### src/rtl/alu_writeback_stage.sv
// alu_writeback_stage: execute-to-writeback stage downstream of the 16-bit ALU.
//
// Captures ALU results with destination info, owns the architectural condition-code (CC)
// register, evaluates branch conditions against it, and buffers register-file writes in a
// 2-entry FIFO with valid/ready handshakes on both sides.
//
// Optional feature (macro WB_BYPASS_EN): when the FIFO is empty and wb_ready_i is high, an
// accepted pushable entry is driven onto wb_* combinationally in the same cycle and is not
// stored. With the macro undefined there is no combinational path from in_* to wb_*.
//
// Ports:
//   clk_i, rst_ni          clock, asynchronous active-low reset
//   in_valid_i/in_ready_o  upstream handshake (in_ready_o = FIFO not full)
//   in_result_i, in_rd_i   ALU result and destination register
//   in_{s,z,c,v}_i         ALU flags
//   in_wr_en_i             instruction writes in_rd_i
//   in_set_cc_i            instruction updates CC (ignored for branches)
//   in_is_branch_i         conditional branch, condition in in_cond_i
//   wb_valid_o/wb_ready_i  register-file write handshake; wb_data_o/wb_addr_o head entry
//   cc_{s,z,c,v}_o         CC register
//   branch_taken_o         registered one-cycle branch outcome pulse
module alu_writeback_stage #(
  parameter int unsigned DATA_W     = 16,
  parameter int unsigned REG_ADDR_W = 3
) (
  input  logic                  clk_i,
  input  logic                  rst_ni,
  input  logic                  in_valid_i,
  output logic                  in_ready_o,
  input  logic [DATA_W-1:0]     in_result_i,
  input  logic                  in_s_i,
  input  logic                  in_z_i,
  input  logic                  in_c_i,
  input  logic                  in_v_i,
  input  logic [REG_ADDR_W-1:0] in_rd_i,
  input  logic                  in_wr_en_i,
  input  logic                  in_set_cc_i,
  input  logic                  in_is_branch_i,
  input  logic [2:0]            in_cond_i,
  output logic                  wb_valid_o,
  input  logic                  wb_ready_i,
  output logic [DATA_W-1:0]     wb_data_o,
  output logic [REG_ADDR_W-1:0] wb_addr_o,
  output logic                  cc_s_o,
  output logic                  cc_z_o,
  output logic                  cc_c_o,
  output logic                  cc_v_o,
  output logic                  branch_taken_o
);

  // FIFO storage; contents need no reset because outputs are gated by count.
  logic [DATA_W-1:0]     mem_data_q [2];
  logic [REG_ADDR_W-1:0] mem_addr_q [2];
  logic                  wptr_q, wptr_d;
  logic                  rptr_q, rptr_d;
  logic [1:0]            count_q, count_d;

  logic [3:0]            cc_q, cc_d;        // {s, z, c, v}
  logic                  branch_taken_q, branch_taken_d;

  logic                  accept;
  logic                  push_req;
  logic                  push;
  logic                  pop;
  logic                  bypass;

  assign in_ready_o = (count_q != 2'd2);
  assign accept     = in_valid_i & in_ready_o;
  assign push_req   = accept & in_wr_en_i & ~in_is_branch_i;

`ifdef WB_BYPASS_EN
  assign bypass = push_req & wb_ready_i & (count_q == 2'd0);
`else
  assign bypass = 1'b0;
`endif

  assign push = push_req & ~bypass;
  // When empty nothing is presented, so wb_ready_i is ignored.
  assign pop  = (count_q != 2'd0) & wb_ready_i;

  // Writeback outputs: head entry, forced to zero while empty.
  always_comb begin
    wb_valid_o = (count_q != 2'd0);
    wb_data_o  = '0;
    wb_addr_o  = '0;
    if (wb_valid_o) begin
      wb_data_o = mem_data_q[rptr_q];
      wb_addr_o = mem_addr_q[rptr_q];
    end
    if (bypass) begin
      wb_valid_o = 1'b1;
      wb_data_o  = in_result_i;
      wb_addr_o  = in_rd_i;
    end
  end

  // Pointer and occupancy update.
  always_comb begin
    wptr_d  = wptr_q;
    rptr_d  = rptr_q;
    count_d = count_q;
    if (push) wptr_d = ~wptr_q;
    if (pop)  rptr_d = ~rptr_q;
    unique case ({push, pop})
      2'b10:   count_d = count_q + 2'd1;
      2'b01:   count_d = count_q - 2'd1;
      default: count_d = count_q;
    endcase
  end

  // CC load and branch evaluation; the branch sees the CC held before this edge.
  always_comb begin
    logic eq;
    logic lt;
    logic taken;
    cc_d  = cc_q;
    eq    = cc_q[2];
    lt    = cc_q[3] ^ cc_q[0];
    taken = 1'b0;
    unique case (in_cond_i)
      3'd0:    taken = eq;
      3'd1:    taken = lt;
      3'd2:    taken = eq | lt;
      3'd3:    taken = ~eq;
      3'd4:    taken = 1'b1;
      default: taken = 1'b0;
    endcase
    branch_taken_d = accept & in_is_branch_i & taken;
    if (accept & in_set_cc_i & ~in_is_branch_i) begin
      cc_d = {in_s_i, in_z_i, in_c_i, in_v_i};
    end
  end

  always_ff @(posedge clk_i or negedge rst_ni) begin
    if (!rst_ni) begin
      wptr_q         <= 1'b0;
      rptr_q         <= 1'b0;
      count_q        <= 2'd0;
      cc_q           <= 4'd0;
      branch_taken_q <= 1'b0;
    end else begin
      wptr_q         <= wptr_d;
      rptr_q         <= rptr_d;
      count_q        <= count_d;
      cc_q           <= cc_d;
      branch_taken_q <= branch_taken_d;
    end
  end

  always_ff @(posedge clk_i) begin
    if (push) begin
      mem_data_q[wptr_q] <= in_result_i;
      mem_addr_q[wptr_q] <= in_rd_i;
    end
  end

  assign cc_s_o         = cc_q[3];
  assign cc_z_o         = cc_q[2];
  assign cc_c_o         = cc_q[1];
  assign cc_v_o         = cc_q[0];
  assign branch_taken_o = branch_taken_q;

endmodule

### config.mk
export PLATFORM = sky130hd
export DESIGN_NAME = alu_writeback_stage
export DESIGN_NICKNAME = d
export VERILOG_FILES = /design/src/rtl/alu_writeback_stage.sv
export SDC_FILE = /design/constraint.sdc
export NUM_CORES = 1
export LEC_CHECK = 0
export ABC_AREA = 1
export ABC_CLOCK_PERIOD_IN_PS = 2300
export CAP_MARGIN = 5
export CORE_ASPECT_RATIO = 1.25
export CORE_MARGIN = 2
export CORE_UTILIZATION = 45
export DETAILED_ROUTE_END_ITERATION = 16
export PLACE_DENSITY_LB_ADDON = 0.2
export SYNTH_ARGS = -nofsm -noshare
export SYNTH_HDL_FRONTEND = slang
export SYNTH_SLANG_ARGS = --single-unit
### constraint.sdc
create_clock -name clk_i -period 2.3 [get_ports clk_i]
set_clock_uncertainty 0.15 [all_clocks]
set_input_delay 0.46 -clock clk_i [delete_from_list [all_inputs] [get_ports clk_i]]
set_output_delay 0.46 -clock clk_i [all_outputs]
set_load 0.005 [all_outputs]
* Word-level counts from Yosys, hierarchy flattened *
Memory sizes are Yosys's and may differ from the RTL's.
Cells that the tools add are included.
Widths: inputs -> output; s select.

cells by class
  $add $sub $neg = 2
  eq/ne operators = 7
  muxes and demuxes = 6
  bitwise operators = 14
  reductions and logical operators = 3

operator list
  operator             number
  $mux 16              1
  $and 1x1->1          8
  $eq 3x2->1 const B   2
  $pmux 1 s5           1
  $not 1->1            4
  $pmux 2 s2           1
  $reduce_bool 2->1    2
  $eq 3x1->1 const B   1
  $eq 3x3->1 const B   1
  $logic_not 3->1      1
  $mux 3               1
  $add 2x1->2 const B  1
  $eq 2x1->1 const B   1
  $eq 2x2->1 const B   1
  $mux 1               2
  $ne 2x2->1 const B   1
  $sub 2x1->2 const B  1
  $or 1x1->1           1
  $xor 1x1->1          1

word-level totals
  flip-flop bits (word level) = 9
  RAM bits = 38
  input port bits = 33
  word-level logic and storage cells = 39
  memories kept = 2

memory list
  memory      words  width  read ports  clocked after Yosys merged registers in  wr ports  line  text
  mem_data_q  2      16     1           0                                        1         52    logic [DATA_W-1:0] mem_data_q [2];
  mem_addr_q  2      3      1           0                                        1         53    logic [REG_ADDR_W-1:0] mem_addr_q [2];

* Depth between registers and ports, before layout *
Gate-level depths: netlist of the first run.

  depth in word-level cells = 6
  gate-level depth with buffers = 8
  gate-level depth less buffers = 8

* Least setup slack after synthesis of the first run *
No wires, ideal clock.

  path type = input-to-reg
  from = input in_is_branch_i
  to = memory mem_addr_q[1][0] (enable)
  data arrival time = 1,595 ps
  setup slack = 160 ps
  stages = 3
  cell sequence = bufinv_8 nand4_2 nor2_1

on the way
  longest elaborated chain between the ends = 4

ends and longest elaborated chain
  element                       line  text
  start: declaration            38    input logic in_is_branch_i,
  $not 1->1                     69    assign push_req = accept & in_wr_en_i & ~in_is_branch_i;
  $and 1x1->1                   69
  $mux 1                        151   if (push) begin
  $mux 1 (not written as such)  153   mem_addr_q[wptr_q] <= in_rd_i;
  end: declaration              53

No other way between the ends.

* Worst setup path in the final report of the first run *
  from = register rptr_q
  to = output wb_addr_o[2]

on the way
  longest elaborated chain between the ends = 2

ends and longest elaborated chain
  element                   line  text
  start: declaration        55    logic rptr_q, rptr_d;
  start signal: assignment  143   rptr_q <= rptr_d;
  $mem_v2 2x3               --
  $mux 3                    86    if (wb_valid_o) begin
  end: declaration          43    output logic [REG_ADDR_W-1:0] wb_addr_o,

No other way between the ends.

==> impl_table.tex, run 1 <==
\begin{tabular}{lr}
\hline
Metric & Value \\
\hline
\multicolumn{2}{l}{\textbf{Setup path}} \\
\quad Startpoint type of the worst setup path & flip-flop \\
\quad Series of cell instances along the critical path & buf\_12 > nand2\_1 > a21oi\_2 > clkdlybuf4s50\_1 \\
\quad Delay of the slowest cell on the worst path & 0.50 ns \\
\quad Worst-path cell with the longest stage delay & sky130\_fd\_sc\_hd\_\_clkdlybuf4s50\_1 \\
\quad Signal arrival time at the worst endpoint & 1.63 ns \\
\quad Largest driver fanout on the critical path & 20 \\
\quad Number of buffer and inverter stages on the critical path & 2 \\
\quad Type of the worst setup path & reg -> out \\
\quad Worst Path Required & 1.69 ns \\
\quad Kind of capture point of the worst setup path & output port \\
\quad Crit path max-delay family & buffers and inverters \\
\multicolumn{2}{l}{\textbf{Hold path}} \\
\quad Class of the worst hold path & in -> async \\
\multicolumn{2}{l}{\textbf{Synthesis}} \\
\quad Number of synthesized flops with an enable pin & 38 \\
\quad Most used DFF post-synth & sky130\_fd\_sc\_hd\_\_edfxtp\_1 \\
\quad Most numerous cell types in the synthesized netlist & 59 x sky130\_fd\_sc\_hd\_\_nand2\_1, 38 x sky130\_fd\_sc\_hd\_\_edfxtp\_1, 19 x sky130\_fd\_sc\_hd\_\_a21oi\_2 \\
\quad Asr flop ratio synth & 0.1915 \\
\quad Cell area after technology mapping & slightly above 2000 sq um \\
\quad Average instance area after synthesis & 12.16 sq um \\
\quad Arithmetic-cell share of the synthesized area counting full adders, half adders and majority gates & 0.006090 \\
\quad Number of distinct standard cells referenced by the synthesized netlist & 21 \\
\quad Sequential area share after synthesis & 0.6650 \\
\quad Combinational family with the most area after synthesis & simple AND/OR/NAND/NOR gates \\
\quad Top-count cell post-synth & sky130\_fd\_sc\_hd\_\_nand2\_1 \\
\quad Compound-cell area share of the yosys netlist & 0.09013 \\
\quad Net count of the mapped netlist & between 200 and 250 \\
\quad Top cell type's share of synthesized area & 0.5554 \\
\quad Top post-synthesis cells by area & sky130\_fd\_sc\_hd\_\_edfxtp\_1 56\%, sky130\_fd\_sc\_hd\_\_dfrtp\_1 11\%, sky130\_fd\_sc\_hd\_\_nand2\_1 11\% \\
\quad Library cell with the largest summed area after synthesis & sky130\_fd\_sc\_hd\_\_edfxtp\_1 \\
\quad Share of cell area taken by muxes after synthesis & 0 \\
\quad Number of storage elements in the synthesis netlist & 47 \\
\quad Area share of and/or/nand/nor cells after synthesis & 0.1699 \\
\quad Synthesized-area fraction occupied by xor and xnor cells & 0.01644 \\
\quad Gate count of the mapped netlist & 169 \\
\quad Number of warnings issued by yosys & 0 \\
\multicolumn{2}{l}{\textbf{Flow run}} \\
\quad Maximum Capacitance Violations & 0 \\
\multicolumn{2}{l}{\textbf{Clocking}} \\
\quad CTS tree & yes \\
\quad Number of buffers on the longest clock path & 2 \\
\quad Number of buffers created by CTS & 5 \\
\quad Clock sinks & 47 \\
\quad Clock transition at the registers of the reported paths & about 0.08 ns \\
\quad Cell at the root of the clock tree & sky130\_fd\_sc\_hd\_\_clkbuf\_8 \\
\quad Skew-Pair Late Insertion Delay & about 0.30 ns \\
\quad Total number of H-tree levels & 2 \\
\quad Cts-stage hold buffer count & 0 \\
\multicolumn{2}{l}{\textbf{STA}} \\
\quad Final number of setup-violating endpoints & 0 \\
\quad Worst hold margin & 0.3107 ns \\
\quad Setup repair after global routing missed its margin & yes \\
\quad Minimum clock period after layout & around 2.2 ns \\
\quad Period Utilization, post-route & 0.9749 \\
\quad Transition at the pin with the smallest max-transition slack & 0.4298 ns \\
\quad Final Hold Violating Endpoints & 0 \\
\quad Summed negative setup slack over all endpoints & 0 ns \\
\quad Final Worst Setup Slack & 0.05782 ns \\
\quad Final Max Slew Viols & 0 \\
\quad Slew Limit Headroom & 0.7126 \\
\quad Maximum operating frequency & 446.0 MHz \\
\multicolumn{2}{l}{\textbf{Global routing}} \\
\quad Global-route wire length before repair & 6.030 mm \\
\quad Antenna violations before repair & 0 \\
\quad Largest net degree at the start of global routing & 21 \\
\quad Congestion Overflow GR & 0 \\
\quad Via count of the first global-routing pass & 1379 \\
\quad Overall global routing resource usage & 0.1553 \\
\multicolumn{2}{l}{\textbf{Placement}} \\
\quad Post-detailed-placement half-perimeter wirelength & approximately 2.7 mm \\
\quad Placed insts & 287 \\
\quad GP Congestion & 0.7058 \\
\quad Worst Setup Slack post-DPL & between 0.1 and 0.15 ns \\
\quad Port Buf Inserts & 58 \\
\quad Placed instance area & 2763 sq um \\
\multicolumn{2}{l}{\textbf{Routing}} \\
\quad DRC violation count after routing & 0 \\
\quad Antenna-violating nets left & 0 \\
\quad Per-cell via count in the routed design & 4.780 \\
\quad Total number of vias & 1410 \\
\quad Length of the first detailed-routing pass in iterations & 4 \\
\quad Total met3 wirelength after detailed routing & around 160 um \\
\quad Routed length per placed instance & roughly 13 um \\
\quad WL met1 & around 1.5 mm \\
\quad Initial detailed-routing violation count & 39 \\
\quad Total Routed Length & around 3.7 mm \\
\quad Met2 wire length & 2.017 mm \\
\quad Top routing layer in use & met4 \\
\multicolumn{2}{l}{\textbf{Finish}} \\
\quad Total number of nets in the final design & 270 \\
\quad Finished Cell Area & around 3000 sq um \\
\quad Number of inserted filler cells in the final layout & 341 \\
\quad Post-layout instance count excluding filler cells & 295 \\
\quad Utilization after layout & 0.6681 \\
\quad Fraction of final layout cells with drive strength greater than 1 & 0.2110 \\
\quad Area Growth Syn to Fin & 42.81\% \\
\quad Count of inserted antenna diode cells & 0 \\
\multicolumn{2}{l}{\textbf{Floorplanning}} \\
\quad Cell Rows & 27 \\
\quad Top Ports & 59 \\
\quad Initial Utilization & 0.4678 \\
\quad Core ar. & about 4400 sq um \\
\quad Overall die area & 5125 sq um \\
\quad Die height & 79.55 um \\
\quad Die Width & 64.44 um \\
\multicolumn{2}{l}{\textbf{Power and ir drop}} \\
\quad Worst IR drop on VDD & 709.7 uV \\
\quad Overall Power & 3.201 mW \\
\quad Leakage power total & 1.195 nW \\
\quad Power per unit of standard cell area & 1091 nW/um\^{}2 \\
\multicolumn{2}{l}{\textbf{Status}} \\
\quad Run status & completed \\
\hline
\end{tabular}
power by group:
group,switching (mW),internal [mW]
clock,0.255,0.434
sequential,0.104,1.04
combinational,0.618,0.746
routing by layer:
| metal | track usage | vias up |
|---|---|---|
| met5 | 0 | - |
| met4 | 0.04468 | 0 |
| met3 | 0.03667 | 4 |
| met2 | 0.2833 | 39 |
| met1 | 0.1807 | 668 |
| li1 | - | 699 |
final timing paths:
| kind | from | to | slack (ns) | cells after the start |
|---|---|---|---|---|
| max in group asynchronous | rst_ni | rptr_q | 1.36 | 1 |
| setup reg to reg | count_q[0] | count_q[1] | 0.59 | 7 |
| hold / removal | rst_ni | cc_q[1] | 0.31 | 1 |
| hold reg to reg | wptr_q | wptr_q | 0.35 | 2 |
| min in group clk_i | wptr_q | wptr_q | 0.35 | 2 |
| setup / recovery | rptr_q | wb_addr_o[2] | 0.06 | 4 |
layout by cell type (no fill, tap or decap), drive strengths merged:
master         Yosys  layout
nand2             60      60
clkdlybuf4s50      0      53
edfxtp            38      38
a21oi             19      19
inv               14      14
nor2               9       9
dfrtp              9       9
nand4              7       7
buf                5       7
clkbuf             0       6
dlymetal6s2s       0       5
bufinv             1       3
xnor2              2       2
nand3              2       2
a21boi             1       1
xor2               1       1
ha                 1       1
registers in the layout (all words and copies together) (netlist names):
| register | cells |
|---|---|
| cc_q | 4 |
| count_q | 2 |
| wptr_q | 1 |
| mem_addr_q | 6 |
| branch_taken_o | 1 |
| rptr_q | 1 |
| mem_data_q | 32 |
area by class of cell:
class,instances,area (sq um),area share
Inverter,15,75.07,0.02559
Multi-Input combinational cell,102,588.1,0.2004
Clock buffer,6,72.57,0.02473
Tap cell,58,72.57,0.02473
Clock inverter,2,60.06,0.02047
Timing Repair Buffer,65,695.7,0.2371
Sequential cell,47,1370,0.4670
cell families after synthesis:
group / after synthesis
and+or+nand+nor: 78
AOI/OAI and AO/OA: 20
DFF: 47
buffers and inverters: 20
xor gates and xnor gates: 3
adders and majority gates: 1
timing repair:
item,in CTS,in global routing
setup endpoints to repair,18,19
buffers inserted,0,0
gates resized for setup,5,9
Note: power is estimated with default switching activity, not from simulation.
==> inputs of run 2 (changes only) <==
- ABC_CLOCK_PERIOD_IN_PS: 2300 -> 1800
- CORE_UTILIZATION: 45 -> 42
- clock period: 2.3 -> 1.8 ns (I/O delays scaled with it)
==> run 2 against run 1 <==
  * The flow now finishes with violations (setup timing)
  * Die area up 6.7%
  * Final cell count up 7.8%
  * Largest cell class unchanged
  * Via count up 3.3%
  * Critical endpoint is now wb_data_o[7]
==> impl_table.tex, run 2 (same netlist as run 1, synthesis figures left out) <==
\begin{tabular}{lr}
\hline
Metric & Value \\
\hline
\multicolumn{2}{l}{\textbf{Global routing}} \\
\quad Global-route layer with the greatest usage & met2 (unchanged) \\
\quad Global-route track usage on met3 & 0.04201 (was 0.03667) \\
\quad Met2 track demand over resource & 0.2620 (was 0.2833) \\
\quad Congestion Overflow GR & 0 (unchanged) \\
\quad Via count of the first global-routing pass & 1351 (was 1379) \\
\quad Largest net degree at the start of global routing & 20 (was 21) \\
\quad Global-route wire length before repair & 5.837 mm (was 6.030 mm) \\
\quad Overall global routing resource usage & 0.1452 (was 0.1553) \\
\quad Met1 track demand over resource in global routing & 0.1590 (was 0.1807) \\
\quad Antenna violations before repair & 0 (unchanged) \\
\multicolumn{2}{l}{\textbf{Routing}} \\
\quad Per-cell via count in the routed design & 4.582 (was 4.780) \\
\quad Total Routed Length & 3.759 mm (was 3.731 mm) \\
\quad Routed length per placed instance & 11.82 um (was 12.65 um) \\
\quad Total number of vias & 1457 (was 1410) \\
\quad Antenna-violating nets left & 0 (unchanged) \\
\quad Initial detailed-routing violation count & 22 (was 39) \\
\quad DRC violation count after routing & 0 (unchanged) \\
\quad Length of the first detailed-routing pass in iterations & 4 (unchanged) \\
\multicolumn{2}{l}{\textbf{Clocking}} \\
\quad Skew-Pair Late Insertion Delay & 0.28 ns (was 0.30 ns) \\
\quad CTS tree & yes (unchanged) \\
\quad Cell at the root of the clock tree & sky130\_fd\_sc\_hd\_\_clkbuf\_8 (unchanged) \\
\quad Clock transition at the registers of the reported paths & 0.07 ns (was 0.08 ns) \\
\quad Number of buffers on the longest clock path & 2 (unchanged) \\
\quad Total number of H-tree levels & 2 (unchanged) \\
\quad Number of buffers created by CTS & 5 (unchanged) \\
\quad Clock sinks & 47 (unchanged) \\
\multicolumn{2}{l}{\textbf{Floorplanning}} \\
\quad Initial Utilization & 0.4344 (was 0.4678) \\
\quad Cell Rows & 28 (was 27) \\
\quad Core ar. & 4730 sq um (was 4392 sq um) \\
\quad Top Ports & 59 (unchanged) \\
\quad Die height & 82.20 um (was 79.55 um) \\
\quad Overall die area & 5470 sq um (was 5125 sq um) \\
\quad Die Width & 66.56 um (was 64.44 um) \\
\multicolumn{2}{l}{\textbf{Setup path}} \\
\quad Kind of capture point of the worst setup path & output port (unchanged) \\
\quad Reg2reg setup slack & 0.13 ns (was 0.59 ns) \\
\quad Largest driver fanout on the critical path & 5 (was 20) \\
\quad Delay of the slowest cell on the worst path & 0.41 ns (was 0.50 ns) \\
\quad Worst-path cell with the longest stage delay & sky130\_fd\_sc\_hd\_\_dfrtp\_1 (was sky130\_fd\_sc\_hd\_\_clkdlybuf4s50\_1) \\
\quad Startpoint type of the worst setup path & flip-flop (unchanged) \\
\quad Worst Path Required & 1.29 ns (was 1.69 ns) \\
\quad Signal arrival time at the worst endpoint & 1.33 ns (was 1.63 ns) \\
\quad Series of cell instances along the critical path & inv\_2 > buf\_12 > buf\_8 > nand2\_1 > a21oi\_2 > buf\_2 (was buf\_12 > nand2\_1 > a21oi\_2 > clkdlybuf4s50\_1) \\
\quad Type of the worst setup path & reg -> out (unchanged) \\
\multicolumn{2}{l}{\textbf{Finish}} \\
\quad Leading cell type in the layout, fill and taps excluded & sky130\_fd\_sc\_hd\_\_nand2\_1 (unchanged) \\
\quad Number of inserted filler cells in the final layout & 397 (was 341) \\
\quad Fraction of final layout cells with drive strength greater than 1 & 0.3566 (was 0.2110) \\
\quad Biggest register & mem\_data\_q (unchanged) \\
\quad Count of inserted antenna diode cells & 0 (unchanged) \\
\quad Top library cells by usage in the layout, fill and taps aside & 53 x sky130\_fd\_sc\_hd\_\_nand2\_1, 38 x sky130\_fd\_sc\_hd\_\_edfxtp\_1, 37 x sky130\_fd\_sc\_hd\_\_clkdlybuf4s50\_1, 19 x sky130\_fd\_sc\_hd\_\_a21oi\_2, 15 x sky130\_fd\_sc\_hd\_\_buf\_2 (was 59 x sky130\_fd\_sc\_hd\_\_nand2\_1, 53 x sky130\_fd\_sc\_hd\_\_clkdlybuf4s50\_1, 38 x sky130\_fd\_sc\_hd\_\_edfxtp\_1, 19 x sky130\_fd\_sc\_hd\_\_a21oi\_2, 11 x sky130\_fd\_sc\_hd\_\_inv\_1) \\
\quad Finished Cell Area & 3032 sq um (was 2934 sq um) \\
\quad Total number of nets in the final design & 291 (was 270) \\
\quad Biggest regs & mem\_data\_q x32, mem\_addr\_q x6, cc\_q x4 (unchanged) \\
\quad Area Growth Syn to Fin & 47.56\% (was 42.81\%) \\
\quad Max reg flops & 32 (unchanged) \\
\multicolumn{2}{l}{\textbf{Power and ir drop}} \\
\quad Sequential Power Share & 0.348 (was 0.359) \\
\quad Pint & 2.737 mW (was 2.223 mW) \\
\quad Sw Ratio & 0.3254 (was 0.3055) \\
\quad Power per unit of standard cell area & 1338 nW/um\^{}2 (was 1091 nW/um\^{}2) \\
\quad Leakage power total & 1.264 nW (was 1.195 nW) \\
\quad Net load switching power & 1.320 mW (was 977.9 uW) \\
\quad Overall Power & 4.057 mW (was 3.201 mW) \\
\quad Logic pwr share & 0.512 (was 0.426) \\
\quad Clock network power share & 0.140 (was 0.215) \\
\quad Worst IR drop on VDD & 783.3 uV (was 709.7 uV) \\
\multicolumn{2}{l}{\textbf{Status}} \\
\quad Violations in the final reports & setup timing \\
\quad Run status & finished with violations (was completed) \\
\multicolumn{2}{l}{\textbf{Placement}} \\
\quad Placed instance area & 2840 sq um (was 2763 sq um) \\
\quad GP Congestion & 0.6992 (was 0.7058) \\
\quad Port Buf Inserts & 58 (unchanged) \\
\quad Post-detailed-placement half-perimeter wirelength & 2.592 mm (was 2.692 mm) \\
\multicolumn{2}{l}{\textbf{STA}} \\
\quad Period Utilization, post-route & 1.022 \\
\quad Final Hold Violating Endpoints & 0 (unchanged) \\
\quad Transition at the pin with the smallest max-transition slack & 0.4326 ns (was 0.4298 ns) \\
\quad Slew Limit Headroom & 0.7107 (was 0.7126) \\
\quad Final number of setup-violating endpoints & 11 (was 0) \\
\quad Final Worst Setup Slack & -0.03875 ns (was 0.05782 ns) \\
\quad Setup repair after global routing missed its margin & yes (unchanged) \\
\quad Minimum clock period after layout & 1.839 ns \\
\quad Final Max Slew Viols & 0 (unchanged) \\
\quad Maximum operating frequency & 543.8 MHz \\
\multicolumn{2}{l}{\textbf{Flow run}} \\
\quad Maximum Capacitance Violations & 0 (unchanged) \\
\multicolumn{2}{l}{\textbf{Hold path}} \\
\quad Class of the worst hold path & in -> async (unchanged) \\
\hline
\end{tabular}
[run 2: critical path, delay by kind of cell, from the launching register on]
| family | cells | cell delay (ns) |
|---|---|---|
| AO/OA/AOI/OAI | 1 | 0.12 |
| flip-flops | 1 | 0.41 |
| buffers and inverters | 4 | 0.43 |
| AND/OR/NAND/NOR | 1 | 0.07 |
[run 2: stage by stage]
| stage | hold WS (ns) | setup WS (ns) | instances | util | TNS, ns |
|---|---|---|---|---|---|
| 2_1_floorplan | -0.08559 | 0.03121 | 169 | - | 0 |
| 3_3_place_gp | 0.3205 | -0.1604 | 299 | 0.6005 | -3.918 |
| 3_5_place_dp | 0.3167 | -0.1974 | 299 | 0.6005 | -4.600 |
| 4_1_cts | 0.2319 | -0.05619 | 316 | 0.6294 | -0.4255 |
| 5_1_grt | 0.2465 | -0.1284 | 318 | 0.6410 | -1.663 |
| 6_report | 0.2285 | -0.03875 | 318 | 0.6410 | -0.1880 |
[run 2: worst paths after layout]
path                            start             end  depth (start not counted)
setup / recovery               rptr_q    wb_data_o[7]                          6
hold / removal                 rst_ni          rptr_q                          1
max in group asynchronous      rst_ni  branch_taken_o                          1
min in group clk_i            cc_q[1]         cc_q[1]                          2
hold reg to reg               cc_q[1]         cc_q[1]                          2
setup reg to reg           count_q[1]      count_q[1]                          7
[run 2: repair_timing]
item | CTS | global route
cloned | 0 | 1
pin swaps | 2 | 5
hold buffers | 0 | 0
setup buffers | 10 | 1
setup endpoints to repair | 21 | 21
resized for setup | 88 | 9
[run 2: metal layers]
layer,share of wire,wire [um]
met1,0.38,1412
met2,0.56,2109
met3,0.053,199
met4,0.0098,37
met5,0,0
[run 2: cell type report]
type / instances / area [sq um] / area share
inverters: 15 / 72.57 / 0.02394
clock buffers: 8 / 80.08 / 0.02641
well taps: 60 / 75.07 / 0.02476
flip-flops and latches: 47 / 1366 / 0.4507
repair buffers: 86 / 819.5 / 0.2703
multi-input cells: 102 / 618.1 / 0.2039
[run 2: power groups by stage]
stage,Clock (mW),Combinational [mW],Sequential [mW]
3_5_place_dp,0,1.88,1.43
3_3_place_gp,0,1.87,1.43
2_1_floorplan,0,0.892,1.44
5_1_grt,0.630,2.26,1.43
6_report,0.567,2.08,1.41
4_1_cts,0.591,1.99,1.41
==> inputs of run 3 (changes only) <==
- TNS_END_PERCENT: unset -> 20
==> run 3 against run 2 <==
  * The run still ends with setup timing left
  * Register-to-register slack is essentially flat
  * First-iteration DRC count grew 18%
  * Critical endpoint unchanged
  * Utilization shrank 1.5 points
  * Combinational power shrank 7%
  * Routed wire length shrank 2.4%
  * Flip-flop and latch count is the same
  * Clock power is essentially flat
==> impl_table.tex, run 3 (same netlist as run 1, synthesis figures left out) <==
\begin{tabular}{lr}
\hline
Metric & Value \\
\hline
\multicolumn{2}{l}{\textbf{Placement}} \\
\quad Post-detailed-placement half-perimeter wirelength & 2.592 mm (unchanged) \\
\quad Port Buf Inserts & 58 (unchanged) \\
\quad Placed instance area & 2840 sq um (unchanged) \\
\quad Placed insts & 299 (unchanged) \\
\quad GP Congestion & 0.6992 (unchanged) \\
\multicolumn{2}{l}{\textbf{Routing}} \\
\quad Total Routed Length & 3.667 mm (was 3.759 mm) \\
\quad Antenna-violating nets left & 0 (unchanged) \\
\quad Length of the first detailed-routing pass in iterations & 4 (unchanged) \\
\quad Routed length per placed instance & 11.68 um (was 11.82 um) \\
\quad DRC violation count after routing & 0 (unchanged) \\
\quad Per-cell via count in the routed design & 4.608 (was 4.582) \\
\quad Initial detailed-routing violation count & 26 (was 22) \\
\quad Total number of vias & 1447 (was 1457) \\
\multicolumn{2}{l}{\textbf{Finish}} \\
\quad Biggest regs & mem\_data\_q x32, mem\_addr\_q x6, cc\_q x4 (unchanged) \\
\quad Utilization after layout & 0.6257 (was 0.6410) \\
\quad Biggest register & mem\_data\_q (unchanged) \\
\quad Post-layout instance count excluding filler cells & 314 (was 318) \\
\quad Max reg flops & 32 (unchanged) \\
\quad Leading cell type in the layout, fill and taps excluded & sky130\_fd\_sc\_hd\_\_nand2\_1 (unchanged) \\
\quad Sequential cell area & 1366 sq um (unchanged) \\
\quad Top library cells by usage in the layout, fill and taps aside & 56 x sky130\_fd\_sc\_hd\_\_nand2\_1, 38 x sky130\_fd\_sc\_hd\_\_edfxtp\_1, 37 x sky130\_fd\_sc\_hd\_\_clkdlybuf4s50\_1, 19 x sky130\_fd\_sc\_hd\_\_a21oi\_2, 14 x sky130\_fd\_sc\_hd\_\_buf\_2 (was 53 x sky130\_fd\_sc\_hd\_\_nand2\_1, 38 x sky130\_fd\_sc\_hd\_\_edfxtp\_1, 37 x sky130\_fd\_sc\_hd\_\_clkdlybuf4s50\_1, 19 x sky130\_fd\_sc\_hd\_\_a21oi\_2, 15 x sky130\_fd\_sc\_hd\_\_buf\_2) \\
\quad Fraction of final layout cells with drive strength greater than 1 & 0.3307 (was 0.3566) \\
\quad Total number of nets in the final design & 287 (was 291) \\
\quad Finished Cell Area & 2959 sq um (was 3032 sq um) \\
\quad Count of inserted antenna diode cells & 0 (unchanged) \\
\quad Area Growth Syn to Fin & 44.03\% (was 47.56\%) \\
\quad Number of inserted filler cells in the final layout & 408 (was 397) \\
\quad Area taken by multi-input logic gates & 600.6 sq um (was 618.1 sq um) \\
\multicolumn{2}{l}{\textbf{Clocking}} \\
\quad Number of buffers created by CTS & 5 (unchanged) \\
\quad Total number of H-tree levels & 2 (unchanged) \\
\quad CTS tree & yes (unchanged) \\
\quad Clock transition at the registers of the reported paths & 0.07 ns (about the same) \\
\quad Cts-stage hold buffer count & 0 (unchanged) \\
\quad Skew-Pair Late Insertion Delay & 0.28 ns (about the same) \\
\quad Clock sinks & 47 (unchanged) \\
\quad Cell at the root of the clock tree & sky130\_fd\_sc\_hd\_\_clkbuf\_8 (unchanged) \\
\quad Number of buffers on the longest clock path & 2 (unchanged) \\
\multicolumn{2}{l}{\textbf{Setup path}} \\
\quad Worst r2r src & count\_q[1] (unchanged) \\
\quad Startpoint type of the worst setup path & flip-flop (unchanged) \\
\quad Reg2reg setup slack & 0.13 ns (about the same) \\
\quad Type of the worst setup path & reg -> out (unchanged) \\
\quad Termination of the worst setup path & wb\_data\_o[7] (unchanged) \\
\quad Worst Path Required & 1.29 ns (about the same) \\
\quad R2R cell count & 7 (unchanged) \\
\quad Kind of capture point of the worst setup path & output port (unchanged) \\
\quad Launching instance or port of the critical path & rptr\_q (unchanged) \\
\quad Largest driver fanout on the critical path & 5 (unchanged) \\
\quad Worst-path cell with the longest stage delay & sky130\_fd\_sc\_hd\_\_dfrtp\_1 (unchanged) \\
\quad Signal arrival time at the worst endpoint & 1.31 ns (was 1.33 ns) \\
\quad Reg2Reg Capture Point & count\_q[1] (unchanged) \\
\quad Series of cell instances along the critical path & inv\_2 > buf\_12 > buf\_8 > nand2\_1 > a21oi\_2 > buf\_2 (unchanged) \\
\quad Delay of the slowest cell on the worst path & 0.41 ns (about the same) \\
\multicolumn{2}{l}{\textbf{Global routing}} \\
\quad Antenna violations before repair & 0 (unchanged) \\
\quad Congestion Overflow GR & 0 (unchanged) \\
\quad Global-route wire length before repair & 5.747 mm (was 5.837 mm) \\
\quad Largest net degree at the start of global routing & 20 (unchanged) \\
\quad Overall global routing resource usage & 0.1431 (was 0.1452) \\
\quad Via count of the first global-routing pass & 1324 (was 1351) \\
\multicolumn{2}{l}{\textbf{STA}} \\
\quad Transition at the pin with the smallest max-transition slack & 0.4326 ns (unchanged) \\
\quad Final number of setup-violating endpoints & 8 (was 11) \\
\quad Worst hold margin & 0.2284 ns (was 0.2285 ns) \\
\quad Slew Limit Headroom & 0.7107 (unchanged) \\
\quad Minimum clock period after layout & 1.819 ns (was 1.839 ns) \\
\quad Final Hold Violating Endpoints & 0 (unchanged) \\
\quad Final Worst Setup Slack & -0.01926 ns (was -0.03875 ns) \\
\quad Final Max Slew Viols & 0 (unchanged) \\
\quad Period Utilization, post-route & 1.011 (was 1.022) \\
\quad Setup repair after global routing missed its margin & yes (unchanged) \\
\quad Maximum operating frequency & 549.7 MHz (was 543.8 MHz) \\
\multicolumn{2}{l}{\textbf{Power and ir drop}} \\
\quad Leakage power total & 1.231 nW (was 1.264 nW) \\
\quad Clock network power share & 0.145 (was 0.140) \\
\quad Power per unit of standard cell area & 1322 nW/um\^{}2 (was 1338 nW/um\^{}2) \\
\quad Pint & 2.634 mW (was 2.737 mW) \\
\quad Sequential Power Share & 0.361 (was 0.348) \\
\quad Overall Power & 3.913 mW (was 4.057 mW) \\
\quad Logic pwr share & 0.494 (was 0.512) \\
\quad Worst IR drop on VDD & 782.2 uV (was 783.3 uV) \\
\quad Sw Ratio & 0.3269 (was 0.3254) \\
\quad Net load switching power & 1.279 mW (was 1.320 mW) \\
\multicolumn{2}{l}{\textbf{Floorplanning}} \\
\quad Core ar. & 4730 sq um (unchanged) \\
\quad Initial Utilization & 0.4344 (unchanged) \\
\quad Overall die area & 5470 sq um (unchanged) \\
\quad Die height & 82.20 um (unchanged) \\
\quad Top Ports & 59 (unchanged) \\
\quad Die Width & 66.56 um (unchanged) \\
\quad Cell Rows & 28 (unchanged) \\
\multicolumn{2}{l}{\textbf{Flow run}} \\
\quad Maximum Capacitance Violations & 0 (unchanged) \\
\multicolumn{2}{l}{\textbf{Status}} \\
\quad Run status & finished with violations (unchanged) \\
\quad Violations in the final reports & setup timing (unchanged) \\
\multicolumn{2}{l}{\textbf{Hold path}} \\
\quad Class of the worst hold path & in -> async (unchanged) \\
\hline
\end{tabular}
-- run 3: cell types whose count changed in the layout (fill, tap and decap cells not counted) --
cell / before / now
sky130_fd_sc_hd__buf_6: 8 / 5
sky130_fd_sc_hd__clkbuf_2: 1 / 4
sky130_fd_sc_hd__clkdlybuf4s15_2: 4 / 1
sky130_fd_sc_hd__nand2_1: 53 / 56
sky130_fd_sc_hd__nand2_4: 4 / 2
sky130_fd_sc_hd__buf_2: 15 / 14
sky130_fd_sc_hd__buf_4: 14 / 13
sky130_fd_sc_hd__clkdlybuf4s15_1: 0 / 1
sky130_fd_sc_hd__nand2_2: 3 / 2
-- run 3: stage by stage --
| stage | worst slack (ns) | TNS (ns) |
|---|---|---|
| 2_1_floorplan | 0.03121 | 0 |
| 3_3_place_gp | -0.1604 | -3.918 |
| 3_5_place_dp | -0.1974 | -4.600 |
| 4_1_cts | -0.06598 | -0.4600 |
| 5_1_grt | -0.1039 | -1.233 |
| 6_report | -0.01926 | -0.05880 |
-- run 3: power by group through the flow --
stage	clock, mW	sequential (mW)	combinational (mW)
finish	0.568	1.41	1.93
detailed placement	0	1.43	1.88
global route	0.630	1.43	2.11
floorplan	0	1.44	0.892
global placement	0	1.43	1.87
CTS	0.591	1.41	1.89
-- run 3: worst min-delay path by stage --
stage | to | start | cells past startpoint | slack [ns]
4_1_cts | rptr_q | rst_ni | 1 | 0.23
3_3_place_gp | cc_q[1] | cc_q[1] | 2 | 0.32
3_5_place_dp | cc_q[1] | cc_q[1] | 2 | 0.32
2_1_floorplan | branch_taken_o | rst_ni | 0 | -0.09
6_report | rptr_q | rst_ni | 1 | 0.23
5_1_grt | wptr_q | rst_ni | 1 | 0.25
-- run 3: metal layers --
| layer | share of wire | vias to the layer above | GRT usage |
|---|---|---|---|
| li1 | - | 740 | - |
| met1 | 0.38 | 658 | 0.1590 |
| met2 | 0.56 | 45 | 0.2590 |
| met3 | 0.051 | 4 | 0.03930 |
| met4 | 0.0079 | 0 | 0.05510 |
| met5 | 0 | - | 0 |
-- run 3: timing repair --
action                                  4_1_cts  5_1_grt
endpoints found under the setup margin       21       20
buffers inserted                              7        0
gates resized for setup                      75       12
pin swaps                                     2        3
gates cloned                                  0        1
-- run 3: layout make-up --
cell class	count	share of cell area
Tap cell	60	0.02537
Inverter	15	0.02452
Multi-Input combinational cell	102	0.2030
Sequential cell	47	0.4617
Clock buffer	8	0.02706
Timing Repair Buffer	82	0.2584
-- run 3: critical path: cells and delay by family, from the launching register on --
family / cells / cell delay (ns)
buffers and inverters: 4 / 0.43
flip-flops: 1 / 0.41
AO/OA/AOI/OAI: 1 / 0.12
AND/OR/NAND/NOR: 1 / 0.07
